[src/rtl/mem_arbiter.sv]
// Two-port memory arbiter: load/store has priority over instruction fetch,
// except when fetch has been starved for STARVE_MAX cycles. Reads return data one cycle later.
module mem_arbiter #(
    parameter int WIDTH      = 32,
    parameter int STARVE_MAX = 4
) (
    input  logic             clk,
    input  logic             reset_n,
    input  logic             fe_req,
    input  logic [WIDTH-1:0] fe_addr,
    output logic             fe_gnt,
    output logic             fe_rvalid,
    output logic [WIDTH-1:0] fe_rdata,
    input  logic             ls_req,
    input  logic             ls_we,
    input  logic [2:0]       ls_size,
    input  logic [WIDTH-1:0] ls_addr,
    input  logic [WIDTH-1:0] ls_wdata,
    output logic             ls_gnt,
    output logic             ls_rvalid,
    output logic [WIDTH-1:0] ls_rdata,
    output logic             mem_en,
    output logic             mem_we,
    output logic [2:0]       mem_size,
    output logic [WIDTH-1:0] mem_addr,
    output logic [WIDTH-1:0] mem_wdata,
    input  logic [WIDTH-1:0] mem_rdata,
    output logic             fe_stall,
    output logic             ls_stall,
    output logic [1:0]       dbg_owner,
    output logic [2:0]       dbg_starve_cnt
);

    typedef enum logic [1:0] {
        OWN_NONE = 2'd0,
        OWN_FE   = 2'd1,
        OWN_LS   = 2'd2
    } owner_t;

    localparam logic [2:0] STARVE_LIM = 3'(STARVE_MAX);

    owner_t     owner, owner_next;
    logic [2:0] starve_cnt, starve_next;
    logic       fe_win;

    always_ff @(posedge clk) begin
        if (!reset_n) begin
            owner      <= OWN_NONE;
            starve_cnt <= 3'd0;
        end else begin
            owner      <= owner_next;
            starve_cnt <= starve_next;
        end
    end

    always_comb begin
        fe_win      = 1'b0;
        fe_gnt      = 1'b0;
        ls_gnt      = 1'b0;
        owner_next  = OWN_NONE;
        starve_next = 3'd0;
        mem_en      = 1'b0;
        mem_we      = 1'b0;
        mem_size    = 3'd0;
        mem_addr    = '0;
        mem_wdata   = '0;

        // Fetch wins if it is alone, or once its starvation count reaches the limit.
        fe_win = fe_req && (!ls_req || starve_cnt >= STARVE_LIM);
        fe_gnt = reset_n && fe_win;
        ls_gnt = reset_n && ls_req && !fe_win;

        if (fe_gnt) begin
            owner_next = OWN_FE;
            mem_en     = 1'b1;
            mem_size   = 3'd2;
            mem_addr   = fe_addr;
        end else if (ls_gnt) begin
            owner_next = ls_we ? OWN_NONE : OWN_LS;
            mem_en     = 1'b1;
            mem_we     = ls_we;
            mem_size   = ls_size;
            mem_addr   = ls_addr;
            mem_wdata  = ls_wdata;
        end

        if (fe_req && !fe_gnt)
            starve_next = (starve_cnt >= STARVE_LIM) ? starve_cnt : starve_cnt + 3'd1;
    end

    // Reset masks the read-return path too, so an access in flight never reports valid.
    always_comb begin
        fe_rvalid      = reset_n && (owner == OWN_FE);
        ls_rvalid      = reset_n && (owner == OWN_LS);
        fe_rdata       = fe_rvalid ? mem_rdata : '0;
        ls_rdata       = ls_rvalid ? mem_rdata : '0;
        fe_stall       = reset_n && fe_req && !fe_gnt;
        ls_stall       = reset_n && ls_req && !ls_gnt;
        dbg_owner      = reset_n ? owner : 2'd0;
        dbg_starve_cnt = reset_n ? starve_cnt : 3'd0;
    end

endmodule

[config.mk]
export PLATFORM = sky130hd
export DESIGN_NAME = mem_arbiter
export DESIGN_NICKNAME = d
export VERILOG_FILES = /design/src/rtl/mem_arbiter.sv
export SDC_FILE = /design/constraint.sdc
export NUM_CORES = 1
export LEC_CHECK = 0
export BUFFER_PORTS_ARGS = -buffer_cell sky130_fd_sc_hd__clkbuf_2
export CORE_AREA = 2 2 109 111
export CTS_BUF_LIST = sky130_fd_sc_hd__clkbuf_16
export DETAILED_ROUTE_END_ITERATION = 12
export DIE_AREA = 0 0 111 113
export SYNTH_ARGS = -nofsm -noshare
export SYNTH_HDL_FRONTEND = slang
export SYNTH_SLANG_ARGS = --single-unit
export TNS_END_PERCENT = 30
[constraint.sdc]
create_clock -name clk -period 1.9 [get_ports clk]
set_input_delay 0.19 -clock clk [delete_from_list [all_inputs] [get_ports clk]]
set_output_delay 0.19 -clock clk [all_outputs]
set_load 0.03 [all_outputs]
# == Word-level counts from Yosys, hierarchy flattened ==
# Cells that the tools add are included.
# op_classes
order_cmp,1
reduce_logical,17
bitwise_logic,2
mux,17
n_eq_ne,2
addsub,1
# op_table
op,n
32-bit two-way mux,6
1-bit logical AND,10
3-bit two-way mux,3
1-bit two-way mux,6
1-bit zero test,4
2-bit two-way mux,2
3-bit by 1-bit adder with 3-bit output (second input constant),1
3-bit >= comparator (second input constant),1
3-bit OR reduction,1
2-bit by 1-bit == test with 1-bit output (second input constant),1
2-bit == test (second input constant),1
1-bit NOT,2
2-bit AND reduction,1
1-bit logical OR,1
# totals
ff_bits,5
wordCells,43
output_inout_bits,144
input_bits,136

# == Longest topological paths before layout ==
# depth
depth_word,7
mapped_depth,5
mapped_depth_nobuf,3

# == Least setup slack after synthesis ==
# Ideal clock, no wire load.
# synth_timing
kind,flip-flop to output port
startpoint,register owner[0]
endpoint,output port fe_rdata[22]
required_ns,1.710
setup_slack_ns,0.321
stages_incl_launch_ff,5
n_path_buf,1
arrival_time_ns,1.389
path_cell_list,dfxtp_1 > and2_1 > and2b_4 > buf_4 > and2_1
# synth_between
elab_chain_cells,3
# synth_lines
item,line_no,text
"start, declared",42,"owner_t owner, owner_next;"
"start signal, assigned",51,owner <= owner_next;
2-bit by 1-bit == test with 1-bit output,93,fe_rvalid = reset_n && (owner == OWN_FE);
1-bit logical AND,93,
net fe_rvalid,12,"output logic fe_rvalid,"
32-bit two-way mux,95,fe_rdata = fe_rvalid ? mem_rdata : '0;
"end, declared",13,"output logic [WIDTH-1:0] fe_rdata,"
# The timed path passes the listed nets, and every way through them passes these cells.

# == Worst setup path after layout ==
# layout_timing
startpoint,register starve_cnt[2]
endpoint,output port mem_addr[22]
# layout_between
elab_chain_cells,7
elab_cells_between_ends,8
classes_between,order compare (1); mux (2); reduce/logical (5)
# layout_lines
item,line_no,text
"start, declared",43,"logic [2:0] starve_cnt, starve_next;"
"start signal, assigned",52,starve_cnt <= starve_next;
3-bit >= comparator *,69,fe_win = fe_req && (!ls_req || starve_cnt >= STARVE_LIM);
1-bit logical OR *,69,
1-bit logical AND *,69,
1-bit zero test,71,ls_gnt = reset_n && ls_req && !fe_win;
1-bit logical AND,71,
32-bit two-way mux,78,end else if (ls_gnt) begin
32-bit two-way mux *,73,if (fe_gnt) begin
"end, declared",25,"output logic [WIDTH-1:0] mem_addr,"
# Mark *: on every way between the ends. The rest lies on a longest branch, timed or not.

==> results.yml <==
setup_path:
  critPathArrivalTime_ps: 1490
  cpMostUsedCell: "nand2_1"
  cp.depth: 5
  crit_slowest_cell: "dfxtp_2"
  crit_buf_inv: 2
  worst-path-max-fanout: 28
  critPathTopFamily: "buffers and inverters"
  crit_chain: "nand2_1, nand2_1, buf_12, o22ai_1, clkbuf_2"
  max_stage_delay_ps: 350
  required_ps: 1710
  cp-start-kind: "flip-flop"
  critPathCaptureType: "primary output"
  rr_worst_depth: 3
  criticalPathCategory: "flip-flop to primary output"
floorplan:
  floorplan.rows: 39
  die_w_um: 111
  core_area_sq_um: 11300
  die_h_um: 113
  die_area_sq_um: 12500
  ios: 280
  start_util_pct: 13.3
route:
  drt-initial-drc-count: 65
  vias_per_cell: 3.97
  avgRoutedWirePerCell_um: 11.1
  antenna_left: 0
  num_vias: 2629
  drc: 0
  wirelength_mm: 7.34
  dr.pass1.iters: 4
clock_tree:
  clk_path_buf_depth: 2
  cts_buffers: 3
  cts-root-buf: "clkbuf_16"
  cts_tree: "yes"
  clk_latency_ps: 230
  hold_buffers: 0
  clk_pin_slew_ps: 30
  htreeDepth: 1
  cts_sinks: 5
synth:
  synth_top_family_by_area: "simple AND/OR/NAND/NOR gates"
  synthAdderAreaFrac_pct: 1.67
  synth_warnings: 0
  synth_nets: 392
  synth.area.mux_share_pct: 0
  synth-seq-cells: 5
  seq_area_frac_synth_pct: 6.68
  synth_compound_area_share_pct: 15.4
  synthSimpleGateAreaFrac_pct: 65.5
  synthCells: 254
  yosys.cell_types.count: 21
  synthXorXnorAreaFrac_pct: 0
  avgSynthCellArea_sq_um: 5.90
  synth_area_sq_um: 1500
sta:
  post-route-period-util_pct: 88.4
  tns_ps: 0
  setup_violations: 0
  hold_viol: 0
  setup_ws_ps: 220
  fin_crit_ps: 1680
  max_freq_mhz: 595
  relSlewSlack_pct: 61.3
  rsz0062_at_grt: "no"
  finClkSkew_ps: 0.244
  maxSlewViolCount: 0
  worst-slew-pin-transition_ps: 581
finish:
  multi_input_area_sq_um: 1240
  final_cells: 662
  num-nets-final: 658
  n_antenna_cell: 0
  seqCellArea_sq_um: 101
  fin_area_sq_um: 3080
  final_layout_size_suffix_gt1_share_pct: 56.6
  nFillCells: 1271
  syn_to_final_growth_pct: 106
power_and_ir_drop:
  ir_drop_mv: 0.219
  leakagePower_nw: 1.89
  power.switching_mw: 0.468
  power_density_nw_per_um2: 353
  p_clk_share_pct: 31.6
  power_switching_share_pct: 42.9
  pwr-share-comb_pct: 58.2
  p_seq_share_pct: 10.1
  p_int_mw: 0.622
placement:
  dp_cells: 658
  finalWeightedCongestion: 0.734
  place_area_sq_um: 3000
  dp_hpwl_mm: 6.29
  port_buffers: 279
  pre_cts_ws_ps: 276
global_route:
  antenna_found_initial: 0
  grt_pass1_wl_mm: 10.8
  grt_start_max_net_pins: 65
  overflow: 0
  grt_pass1_vias: 2234
  groute.usage.overall_pct: 10.4
worst_hold_path:
  min_path_cells: 2
  min_path_type: "input pin to flip-flop"
flow_run:
  drv_cap: 0
status:
  status: "finished clean"
-- flip-flops by register name, summed over array words and instances (netlist names) --
register    cells
owner           2
starve_cnt      3
-- repair_timing --
action	in CTS	in global routing
gates resized for setup	0	1
buffers inserted	0	0
endpoints found under the setup margin	0	1
-- layout make-up --
type                    count  share of cell area, %
flip-flops and latches      5                   3.29
repair buffers            284                   47.7
clock buffers               3                   2.43
well taps                 143                   5.80
clock inverters             1                  0.122
multi-input cells         222                   40.1
inverters                   4                  0.568
-- cells in the final DEF, fill, tap and decap left out, types with 2 or more instances in the layout --
| cell | instances |
|---|---|
| and2_1 | 104 |
| buf_12 | 3 |
| buf_4 | 2 |
| clkbuf_16 | 3 |
| clkbuf_2 | 279 |
| dfxtp_1 | 4 |
| ha_1 | 2 |
| inv_1 | 3 |
| nand2_1 | 68 |
| nor2_1 | 8 |
| o22ai_1 | 32 |
-- worst paths after layout --
kind                 startpoint       endpoint  slack [ps]
setup / recovery  starve_cnt[2]   mem_addr[22]         220
hold / removal            ls_we       owner[1]         150
setup reg to reg  starve_cnt[0]  starve_cnt[1]         960
hold reg to reg   starve_cnt[0]  starve_cnt[0]         460
-- metrics by stage --
stage / power (mW) / hold slack [ps] / utilization [%]
2_1_floorplan: 0.488 / 262 / -
3_3_place_gp: 0.753 / 384 / 26.7
3_5_place_dp: 0.753 / 389 / 26.7
4_1_cts: 1.10 / 151 / 27.4
5_1_grt: 1.16 / 161 / 27.4
6_report: 1.09 / 148 / 27.4
-- logic make-up (layout without fill, tap and decap cells) --
logic type	Yosys count	in the layout
simple gates	185	185
compound gates	35	35
buf+inv	27	292
flops	5	5
fa+ha+maj	2	2
-- cells in the mapped netlist, drive strengths merged --
cell type / count / area share (%)
o21ai: 1 / 0.58
nor3: 1 / 0.33
o22ai: 32 / 13
a21oi: 2 / 1.4
nor2: 8 / 2.0
clkbuf: 2 / 0.50
nor2b: 1 / 0.42
nor3b: 1 / 1.3
nand3: 1 / 0.33
and2: 104 / 43
and2b: 1 / 0.67
nand2: 68 / 17
inv: 4 / 1.2
buf: 21 / 9.1
ha: 2 / 1.7
dfxtp: 5 / 6.7
-- metal layers --
metal	global-route usage [%]	up-vias	share of wire [%]
met2	21.1	175	54
li1	-	1338	-
met4	2.25	0	0.80
met3	2.52	5	10
met5	0	-	0
met1	10.8	1111	35
-- power groups by stage --
stage               combinational (mW)  clock [mW]  sequential, mW
floorplan                        0.376           0           0.112
global placement                 0.641           0           0.112
detailed placement               0.641           0           0.112
CTS                              0.643       0.347           0.111
global route                     0.686       0.358           0.111
finish                           0.635       0.345           0.111
Note: power is estimated with default switching activity, not from simulation.
